[src/rtl/shift_req_scheduler.sv]
// shift_req_scheduler: round-robin two-requester front end that iterates a shared barrel shifter
module shift_req_scheduler #(
  parameter int PASS_W = 3
) (
  input  logic              clk,
  input  logic              rst,
  input  logic              req0_valid,
  output logic              req0_ready,
  input  logic [3:0]        req0_data,
  input  logic [1:0]        req0_amt,
  input  logic [PASS_W-1:0] req0_passes,
  input  logic              req1_valid,
  output logic              req1_ready,
  input  logic [3:0]        req1_data,
  input  logic [1:0]        req1_amt,
  input  logic [PASS_W-1:0] req1_passes,
  output logic [3:0]        sh_i,
  output logic [1:0]        sh_s,
  input  logic [3:0]        sh_o,
  output logic              rsp_valid,
  input  logic              rsp_ready,
  output logic [3:0]        rsp_data,
  output logic              rsp_id,
  output logic              busy
);
  typedef enum logic [1:0] {IDLE, RUN, DONE} state_t;
  state_t            state_q, state_d;
  logic [3:0]        acc_q, acc_d;
  logic [1:0]        amt_q, amt_d;
  logic [PASS_W-1:0] cnt_q, cnt_d;
  logic              id_q, id_d, ptr_q, ptr_d;
  logic              idle, gnt1, take;
  logic [3:0]        dsel;
  logic [1:0]        asel;
  logic [PASS_W-1:0] psel;
  // req1 wins when it is alone or when both ask and the pointer favours it
  assign idle       = state_q == IDLE;
  assign gnt1       = req1_valid & (~req0_valid | ptr_q);
  assign req0_ready = idle & req0_valid & ~gnt1 & ~rst;
  assign req1_ready = idle & gnt1 & ~rst;
  assign take       = req0_ready | req1_ready;
  assign dsel       = gnt1 ? req1_data : req0_data;
  assign asel       = gnt1 ? req1_amt : req0_amt;
  assign psel       = gnt1 ? req1_passes : req0_passes;
  // state register
  always_ff @(posedge clk) begin
    if (rst) state_q <= IDLE;
    else state_q <= state_d;
  end
  // next-state: a zero-pass job skips RUN so the operand returns unmodified
  always_comb begin
    state_d = state_q;
    if (take) state_d = (psel == '0) ? DONE : RUN;
    else if (state_q == RUN && cnt_q == PASS_W'(1)) state_d = DONE;
    else if (state_q == DONE && rsp_ready) state_d = IDLE;
  end
  // outputs come straight from registers, so rsp_ready never reaches them combinationally
  always_comb begin
    busy      = ~idle;
    rsp_valid = state_q == DONE;
    sh_i      = acc_q;
    sh_s      = amt_q;
    rsp_data  = acc_q;
    rsp_id    = id_q;
  end
  // datapath next-state: load on acceptance, feed the shifter result back each RUN pass
  always_comb begin
    acc_d = acc_q;
    amt_d = amt_q;
    cnt_d = cnt_q;
    id_d  = id_q;
    ptr_d = ptr_q;
    if (take) begin
      acc_d = dsel;
      amt_d = asel;
      cnt_d = psel;
      id_d  = gnt1;
      ptr_d = ~gnt1;
    end else if (state_q == RUN) begin
      acc_d = sh_o;
      cnt_d = cnt_q - PASS_W'(1);
    end
  end
  // datapath registers
  always_ff @(posedge clk) begin
    if (rst) begin
      acc_q <= '0;
      amt_q <= '0;
      cnt_q <= '0;
      id_q  <= 1'b0;
      ptr_q <= 1'b0;
    end else begin
      acc_q <= acc_d;
      amt_q <= amt_d;
      cnt_q <= cnt_d;
      id_q  <= id_d;
      ptr_q <= ptr_d;
    end
  end
endmodule

[config.mk]
export PLATFORM = sky130hd
export DESIGN_NAME = shift_req_scheduler
export DESIGN_NICKNAME = d
export VERILOG_FILES = /design/src/rtl/shift_req_scheduler.sv
export SDC_FILE = /design/constraint.sdc
export NUM_CORES = 1
export LEC_CHECK = 0
export CORE_MARGIN = 4
export CORE_UTILIZATION = 38
export CTS_BUF_LIST = sky130_fd_sc_hd__clkbuf_16
export DETAILED_ROUTE_END_ITERATION = 6
export PLACE_DENSITY = 0.82
export SETUP_SLACK_MARGIN = 0.3
export SYNTH_ARGS = -nofsm -noshare
export SYNTH_HDL_FRONTEND = slang
export SYNTH_SLANG_ARGS = --single-unit
[constraint.sdc]
create_clock -name clk -period 1.8 [get_ports clk]
set_input_delay 0.45 -clock clk [delete_from_list [all_inputs] [get_ports clk]]
set_output_delay 0.45 -clock clk [all_outputs]
set_load 0.02 [all_outputs]
After elaboration in Yosys (flattened, before gate mapping):

Index checks and enable logic that the tools add are counted.

* output and inout port bits: 15
* bits of input ports: 27
* register bits: 13
* word-level logic and storage cells: 39

* eq/ne operators: 3
* reductions and logical operators: 6
* add/subtract/negate cells: 1
* bitwise operators: 12
* mux-type cells: 11

Operators by type and width (number)
* 2-to-1 mux 4 bit: 3
* 2-to-1 mux 2 bit: 5
* 2-to-1 mux 3 bit: 3
* bitwise AND 1 bit: 6
* NOT 1 bit: 4
* equality test 3 x 1 -> 1 bit (second input constant): 1
* logical NOT 3 bit: 1
* nonzero test 3 bit: 1
* subtractor 3 x 1 -> 3 bit (second input constant): 1
* equality test 2 x 1 -> 1 bit (second input constant): 1
* equality test 2 bit (second input constant): 1
* logical AND 1 bit: 2
* logical NOT 2 bit: 1
* OR 1 bit: 2
* nonzero test 2 bit: 1

Depth between registers and ports, before layout:

Gate-level depths: netlist (run 1).

* depth after elaboration: 8
* gate-level depth with buffers: 6
* depth with buffers taken out: 6

Worst setup path before layout (run 1):

OpenSTA, ideal clock, no wires.

* kind: input-to-output
* start point: input req1_valid
* end point: output req1_ready
* arrival time: 1.391 ns
* path buffers: 2
* data required time: 1.350 ns
* stages: 4
* slack: -0.041 ns
* cell sequence: buf_2 nand2_1 buf_4 nor3_1

* cells in the longest elaborated chain, start to end: 3

RTL lines
* start, declared: line 12 `input logic req1_valid,`
* bitwise AND 1 bit: line 38 `assign gnt1 = req1_valid & (~req0_valid | ptr_q);`
* bitwise AND 1 bit (2 in a row): line 40 `assign req1_ready = idle & gnt1 & ~rst;`
* end, declared: line 13 `output logic req1_ready,`

No other way between the ends.

Worst setup path in the final report (run 1):

* start point: register state_q[1]
* end point: output req0_ready

* cells in the longest elaborated chain, start to end: 4

RTL lines
* start, declared: line 27 `state_t state_q, state_d;`
* start signal, assigned: line 48 `else state_q <= state_d;`
* logical NOT 2 bit: line 37 `assign idle = state_q == IDLE;`
* bitwise AND 1 bit (3 in a row): line 39 `assign req0_ready = idle & req0_valid & ~gnt1 & ~rst;`
* end, declared: line 8 `output logic req0_ready,`

No other way between the ends.

==> run metrics, run 1 <==
status finished clean; row cnt 16; Total Wirelength 2930 um; R2R Path Start state_q[1]; WL met1 1203 um; gpl congestion 0.8575; Startpoint Class register; worst relative slew slack 0.7862; DRT iter0 DRCs 27; non-filler cells, final 180; DP Area 1329 um2; worst skew pair latency 0.24 ns; synthesized net count 123; crit path launch state_q[1]; Initial Util 0.4040; Synth Instances 94; wire per inst 16.28 um; Final Skew 0.002088 ns; Die X 53.91 um; Main synth FF type dfxtp_1; vias 951; worst setup path end req0_ready; HPWL after detailed placement 1840 um; Ys Warns 0; critical-path maximum fanout 3; r2r setup slk 0.27 ns; synth-to-layout area growth 93.44%; R2R Path End rsp_data[0]; Die Y-Extent 53.91 um; Fillers 131; CTS root buf clkbuf_16; register area share after synthesis 0.3250; WP data arrival 1.09 ns; FFs w/ async S/R, synth 0; ant diodes 0; Area contributors post-synth dfxtp_1 33%, a311oi_1 7.7%, mux2i_1 6.3%; Placed Cells incl. Taps 168; Slowest-stage cell, CP dfxtp_4; max-cap viol count 0; top layer in use met4; # IOs 42; clock sink count 13; storage element area 269.0 um2; routed wl met2 1470 um; core box area 1982 um2; Hold Vio Cnt, Final 0; Post-synth top cells 13 x dfxtp_1, 7 x a311oi_1, 7 x nand2_1, 7 x nand3_1; Inserted Clock Buffers 3; Initial DRT Pass Iterations 4; Tightest Pin Transition 0.3207 ns; nature of the critical path endpoint output port; GR Util All Layers 0.1962; Post-DRT Antenna Nets 0; Final Hold Slack 0.4926 ns; Longest Clk Path Bufs 2; H-tree levels 1; fraction of layout cells with a size suffix above 1 0.3464; Tmin final 1.540 ns; average size of a mapped cell 8.519 um2; CP Cell Sequence nor3_4 > and3_4 > buf_6; top-count cell post-synth dfxtp_1; fmax 649.3 MHz; Slew Limit Fails 0; DRC 0; layout net count 183; Peak VDD IR 0.8185 mV; I/O Buffers 41; Leakage 0.6939 nW; fin area 1549 um2; Setup-failing EPs final 0; synthesized cell area 800.8 um2; proportion of netlist area held by the largest area contributor 0.3250; post-synth cell types 27; vias in the first global route 916; Multi-input gate area 555.5 um2; Worst Hold Class reg2reg; Yosys top cell by area dfxtp_1; initial antenna violation count 0; Post-synth EDFFs 0; Yosys reg bits 13; wire length on met3 221 um; Worst Setup Path Type reg2out; RSZ-0062 raised after global routing yes; largest net degree at the start of global routing 11; Fin Setup TNS 0 ns; fin crit share 0.8557; CTS clock-pin slew for the worst setup and hold paths 0.04 ns; Worst path max stage delay 0.36 ns; R2R cell count 8; total grt overflow 0; power per cell area 1041 nW/um2; global-route wire length before repair 4022 um; die area 2906 um2; cts hold-fix bufs 0; critical path required time 1.35 ns; CTS tree yes; DR vias/cell 5.283; Hold Startpoint rsp_id
-- cell usage in the layout, fill, tap and decap left out, types with 3 or more instances in the layout --
cell              n
clkdlybuf4s50_1  22
buf_4            21
dlygate4sd2_1    11
dfxtp_1          10
buf_6             8
nand3_1           7
nand2_1           6
inv_1             5
mux2i_1           5
o21ai_0           5
a311oi_1          5
a21oi_1           4
nor2b_1           4
a211oi_1          3
clkbuf_16         3
-- layer usage --
metal | global-route usage | vias to the layer above
met4 | 0.1021 | 0
met2 | 0.3528 | 46
met5 | 0 | -
li1 | - | 457
met3 | 0.03878 | 5
met1 | 0.2140 | 443
-- stage by stage --
step / util / total power [mW] / worst slack [ns]
after detailed placement: 0.6705 / 1.081 / -0.5659
after CTS: 0.7462 / 1.539 / 0.2572
after global routing: 0.7816 / 1.686 / 0.1994
after floorplan: - / 0.7872 / 0.2837
final: 0.7816 / 1.613 / 0.2598
after global placement: 0.6705 / 1.061 / -0.5490
-- how the worst min path moves through the flow --
stage	end	depth (start not counted)	slack (ns)
detailed placement	rsp_id	2	0.49
floorplan	ptr_q	1	0.45
global route	rsp_id	2	0.54
finish	rsp_id	2	0.49
global placement	rsp_id	2	0.49
CTS	rsp_id	2	0.49
-- sequential cells by signal, summed over array words and instances (netlist names) --
signal	flops
state_q	2
ptr_q	1
rsp_id	1
cnt_q	3
sh_s	2
rsp_data	4
-- what timing repair did --
item                                    4_1_cts  5_1_grt
pin swaps                                     7        5
setup buffers                                 8        0
resized for setup                            56       17
endpoints found under the setup margin       26       14
-- cell families (layout without fill, tap and decap cells) --
| logic type | count (synthesis) | in the layout | share of synthesized area |
|---|---|---|---|
| AND/OR/NAND/NOR | 32 | 32 | 0.2094 |
| AO/OA/AOI/OAI | 25 | 25 | 0.2422 |
| buffers and inverters | 15 | 74 | 0.1078 |
| flip-flops | 13 | 13 | 0.3250 |
| multiplexers | 5 | 5 | 0.06250 |
| adder cells (fa/ha/maj) | 2 | 2 | 0.03125 |
| XOR/XNOR | 2 | 2 | 0.02188 |
-- worst max-delay path, delay by kind of cell (launching register included) --
family	cells	cell delay [ns]
and+or+nand+nor	2	0.38
DFF	1	0.36
buffers and inverters	1	0.11
-- report_power, final --
part | switching (mW) | internal (mW)
Clock | 0.120 | 0.293
Sequential | 0.0493 | 0.360
Combinational | 0.385 | 0.406
-- cell type report --
| cell class | instances | area share |
|---|---|---|
| Tap cell | 27 | 0.02181 |
| Inverter | 5 | 0.01212 |
| Sequential cell | 13 | 0.1737 |
| Clock buffer | 3 | 0.04847 |
| Timing Repair Buffer | 65 | 0.3829 |
| Clock inverter | 1 | 0.002423 |
| Multi-Input combinational cell | 66 | 0.3586 |
Power figures use the tool's default switching activity.
==> run 2: changes to the inputs <==
--- a/config.mk
+++ b/config.mk
@@ -5,12 +5,15 @@
 export SDC_FILE = /design/constraint.sdc
 export NUM_CORES = 1
 export LEC_CHECK = 0
+export ABC_CLOCK_PERIOD_IN_PS = 1800
 export CORE_MARGIN = 4
 export CORE_UTILIZATION = 38
 export CTS_BUF_LIST = sky130_fd_sc_hd__clkbuf_16
+export CTS_CLUSTER_SIZE = 8
 export DETAILED_ROUTE_END_ITERATION = 6
 export PLACE_DENSITY = 0.82
 export SETUP_SLACK_MARGIN = 0.3
+export SKIP_LAST_GASP = 1
 export SYNTH_ARGS = -nofsm -noshare
 export SYNTH_HDL_FRONTEND = slang
 export SYNTH_SLANG_ARGS = --single-unit
==> results of run 2 <==
Same layout as run 1: the final DEF is identical, and so are final timing and power.
==> run 3: changes to the inputs <==
--- a/config.mk
+++ b/config.mk
@@ -11,9 +11,11 @@
 export CTS_BUF_LIST = sky130_fd_sc_hd__clkbuf_16
 export CTS_CLUSTER_SIZE = 8
 export DETAILED_ROUTE_END_ITERATION = 6
+export GPL_ROUTABILITY_DRIVEN = 0
 export PLACE_DENSITY = 0.82
 export SETUP_SLACK_MARGIN = 0.3
 export SKIP_LAST_GASP = 1
+export SLEW_MARGIN = 30
 export SYNTH_ARGS = -nofsm -noshare
 export SYNTH_HDL_FRONTEND = slang
 export SYNTH_SLANG_ARGS = --single-unit
==> results of run 3 <==
Same layout as run 1: the final DEF is identical, and so are final timing and power.
==> variant 1, RTL diff (flow settings as in run 2) <==
The parameter `PASS_W` goes from 3 to 5.
--- a/src/rtl/shift_req_scheduler.sv
+++ b/src/rtl/shift_req_scheduler.sv
@@ -1,6 +1,6 @@
 // shift_req_scheduler: round-robin two-requester front end that iterates a shared barrel shifter
 module shift_req_scheduler #(
-  parameter int PASS_W = 3
+  parameter int PASS_W = 5
 ) (
   input  logic              clk,
   input  logic              rst,
Interface: changed (resized req0_passes and req1_passes); port bits go from 42 to 46. The function was not compared with the original's and may differ.
==> variant 1 against run 2 <==
  * Worst setup slack got worse by 24 ps
  * Total power increased by 5.6%
  * Final area increased by 9.7%
  * Wire length increased by 16%
  * Clock power increased by 3%
  * Cell count increased by 16%
  * Sequential cell count increased by 2
  * Synthesized area increased by 22%
  * Critical path type is now primary input to output pin
  * Largest cell class is now multi-input gates
==> variant 1: results <==
{
  "synth_nets": 151,
  "max_stage_delay_ps": 220,
  "vdd_drop_max_mv": 0.688,
  "placed_area_um2": 1550,
  "via_per_inst": 5.42,
  "cpLargestDelayFamily": "buffers and inverters",
  "wl_per_cell_um": 16.2,
  "ys_types": 39,
  "drt_iter0_drc": 40,
  "p_leak_nw": 0.738,
  "grtUsageMet3": 0.0373,
  "grt_first_pass_wirelength_mm": 5.29,
  "gr-usage-met2": 0.348,
  "dpl.hpwl_mm": 2.39,
  "gp_congestion": 0.840,
  "grt_util_all_layers": 0.201,
  "status": "finished clean",
  "largest_reg_flops": 5,
  "layout-area-overhead-vs-synth_pct": 74.6,
  "synthTopCellsByArea": "dfxtp_1, nand2_1, a211oi_1",
  "worst_pin_slew_ps": 251,
  "wl_met2_mm": 1.72,
  "num-fill-cells": 169,
  "finalClockSkew_ps": 0.651,
  "ys_seq_area_frac": 0.308,
  "grt_pass1_vias": 1176,
  "drive_gt1_frac": 0.341,
  "critical_path_peak_fanout": 4,
  "final_nets": 213,
  "globalRouteMet1Util": 0.232,
  "route.met3.wl_um": 253
}
==> variant 1: cell types whose count changed after synthesis, sizes merged, moves of 3 or more <==
cell          run 2  this run
nor2              3         8
nand2             7        20
o21ai             6         3
nor2b             6         2
mux2i             5         0
and3              1         4
nand3             7         1
==> variant 1: logic make-up (layout without fill, tap and decap cells) <==
group,after synthesis,count (layout),synth area share
flops,15,15,0.308
xor+xnor,4,4,0.0360
compound gates,33,33,0.281
buf+inv,15,76,0.0951
simple gates,49,49,0.253
fa+ha+maj,2,2,0.0257
==> variant 1: path summary, 6_finish.rpt <==
| check | from | endpoint | slack [ps] | cells after the start |
|---|---|---|---|---|
| hold reg to reg | sh_s[1] | sh_s[1] | 500 | 2 |
| setup reg to reg | state_q[1] | rsp_data[1] | 360 | 6 |
| hold / removal | sh_s[1] | sh_s[1] | 500 | 2 |
| setup / recovery | req1_valid | req0_ready | 240 | 4 |
==> variant 1: layout make-up <==
cell class / count / area share
Tap cell: 30 / 0.0221
Clock inverter: 1 / 0.00221
Sequential cell: 15 / 0.180
Inverter: 3 / 0.00663
Clock buffer: 3 / 0.0442
Timing Repair Buffer: 69 / 0.356
Multi-Input combinational cell: 88 / 0.388
==> variant 1: power by group through the flow <==
stage | combinational [mW] | sequential (mW) | clock (mW)
3_5_place_dp | 0.775 | 0.468 | 0
6_report | 0.805 | 0.475 | 0.424
3_3_place_gp | 0.760 | 0.462 | 0
2_1_floorplan | 0.440 | 0.494 | 0
4_1_cts | 0.766 | 0.468 | 0.428
5_1_grt | 0.870 | 0.487 | 0.450
==> variant 1: through the flow <==
step / std cells / setup slack (ps)
CTS: 209 / 243
global route: 209 / 200
finish: 209 / 236
detailed placement: 202 / -693
floorplan: 118 / 273
global placement: 202 / -606
==> variant 2, RTL diff (settings of run 2) <==
Made on the original files. Re-encode `state_t` (3 states) as one-hot, 3 bits wide.
--- a/src/rtl/shift_req_scheduler.sv
+++ b/src/rtl/shift_req_scheduler.sv
@@ -23,7 +23,7 @@
   output logic              rsp_id,
   output logic              busy
 );
-  typedef enum logic [1:0] {IDLE, RUN, DONE} state_t;
+  typedef enum logic [2:0] {IDLE = 3'b001, RUN = 3'b010, DONE = 3'b100} state_t;
   state_t            state_q, state_d;
   logic [3:0]        acc_q, acc_d;
   logic [1:0]        amt_q, amt_d;
Function: no difference found for any inputs over 10 cycles, from zero or initial values and one cycle with rst high; not proved beyond that.
==> variant 2 against run 2 <==
  * The flow now finishes with violations (setup timing)
  * Hold slack improved by 13 ps
  * Sequential cell count increased by 1
  * Count of clock-buffer cells in the layout unchanged
  * Wire length increased by 27%
  * Worst setup slack got worse by 280 ps
  * Final area increased by 12%
  * Cell count increased by 13%
  * Synthesized area increased by 11%
  * Total power decreased by 8.8%
  * Largest cell class is now multi-input gates
==> variant 2: results <==
{
  "violations": "setup timing",
  "regToRegSetupSlack_ps": 90,
  "worst_slack_ps": -17.2,
  "crit_arrival_ps": 1370,
  "status": "finished with violations",
  "finalSetupViolations": 1,
  "yosys-top-cells-count": "dfxtp_1, nand2_1",
  "dpl.hpwl_mm": 2.18,
  "critPathSlowestCell": "dfxtp_2",
  "clk_latency_ps": 250,
  "largest_reg_flops": 4,
  "grt_util_all_layers": 0.198,
  "r2r_end": "rsp_data[0]",
  "finalClockSkew_ps": 6.57,
  "whs_endpoint": "rsp_id",
  "hold_path_depth": 2,
  "drt_iter0_drc": 37,
  "grt_first_pass_wirelength_mm": 5.07,
  "max_stage_delay_ps": 330,
  "ys_seq_area_frac": 0.314,
  "antenna_found_initial": 0,
  "cpLargestDelayFamily": "simple AND/OR/NAND/NOR gates",
  "synthTopCellsByArea": "dfxtp_1, nand2_1, and3_1",
  "hp-class": "flip-flop to flip-flop",
  "whs_ps": 505,
  "synth_top_flop_cell": "dfxtp_1",
  "p_leak_nw": 0.777,
  "wl_per_cell_um": 18.2,
  "dr_total_vias": 1143,
  "max_slew_margin": 0.748,
  "grt_max_degree": 13,
  "pre_cts_ws_ps": -739,
  "numCtsBuffers": 3,
  "gp_congestion": 0.788,
  "final_nets": 206,
  "drive_gt1_frac": 0.409,
  "grt_pass1_vias": 1111,
  "async_reset_ff_frac": 0,
  "finalSetupTns_ps": -17.2,
  "num-fill-cells": 128,
  "critical_path_peak_fanout": 2,
  "vdd_drop_max_mv": 0.581,
  "synth_nets": 138,
  "ys_types": 35
}
[variant 2: through the flow]
| step | cell area [um^2] | power (mW) | cells |
|---|---|---|---|
| after floorplan | 893 | 0.651 | 109 |
| after global placement | 1410 | 0.859 | 185 |
| after detailed placement | 1410 | 0.876 | 185 |
| after CTS | 1580 | 1.33 | 197 |
| after global routing | 1740 | 1.53 | 204 |
| final | 1740 | 1.47 | 204 |
[variant 2: area by class of cell]
type	instances	area (um^2)	share of cell area
multi-input cells	80	668	0.384
repair buffers	73	657	0.377
flip-flops and latches	14	283	0.162
clock buffers	3	75.1	0.0431
well taps	28	35.0	0.0201
inverters	5	18.8	0.0108
clock inverters	1	3.75	0.00216
[variant 2: cell families after synthesis]
family / count (synthesis) / share of synthesized area
AND/OR/NAND/NOR: 46 / 0.295
AO/OA/AOI/OAI: 28 / 0.223
buffers and inverters: 15 / 0.0968
flip-flops: 14 / 0.314
multiplexers: 3 / 0.0337
adder cells (fa/ha/maj): 2 / 0.0280
XOR/XNOR: 1 / 0.00982
[variant 2: how the worst max path moves through the flow]
stage	to	start	cells after the start	slack, ps
floorplan	req0_ready	state_q[2]	3	170
global placement	req0_ready	rst	4	-700
detailed placement	req0_ready	rst	4	-740
CTS	req0_ready	state_q[2]	4	-6
global route	req0_ready	state_q[1]	4	-40
finish	req0_ready	state_q[1]	4	-20
[variant 2: timing repair]
item	4_1_cts	5_1_grt
buffers inserted	8	7
gates resized for setup	55	23
pin swaps	5	14
setup endpoints to repair	29	17
hold buffers	0	0
[variant 2: metal layers]
metal / global-route usage / part of all wire
met1: 0.221 / 0.38
met2: 0.366 / 0.54
met3: 0.0437 / 0.065
met4: 0.0644 / 0.013
met5: 0 / 0
[variant 2: worst register-to-register path: stages, from the launching register on]
cell and delay [ps]:
dfxtp_2 330, nor4b_4 310, buf_4 180, buf_4 110, buf_8 110, nand2_8 60
buf_12 140, o2bb2ai_1 110, a211oi_1 240
[variant 2: power breakdown]
part | leakage [nW] | switching, mW | internal (mW)
Clock | 0.0385 | 0.136 | 0.294
Sequential | 0.116 | 0.0340 | 0.356
Combinational | 0.622 | 0.310 | 0.341
Total | 0.777 | 0.480 | 0.991
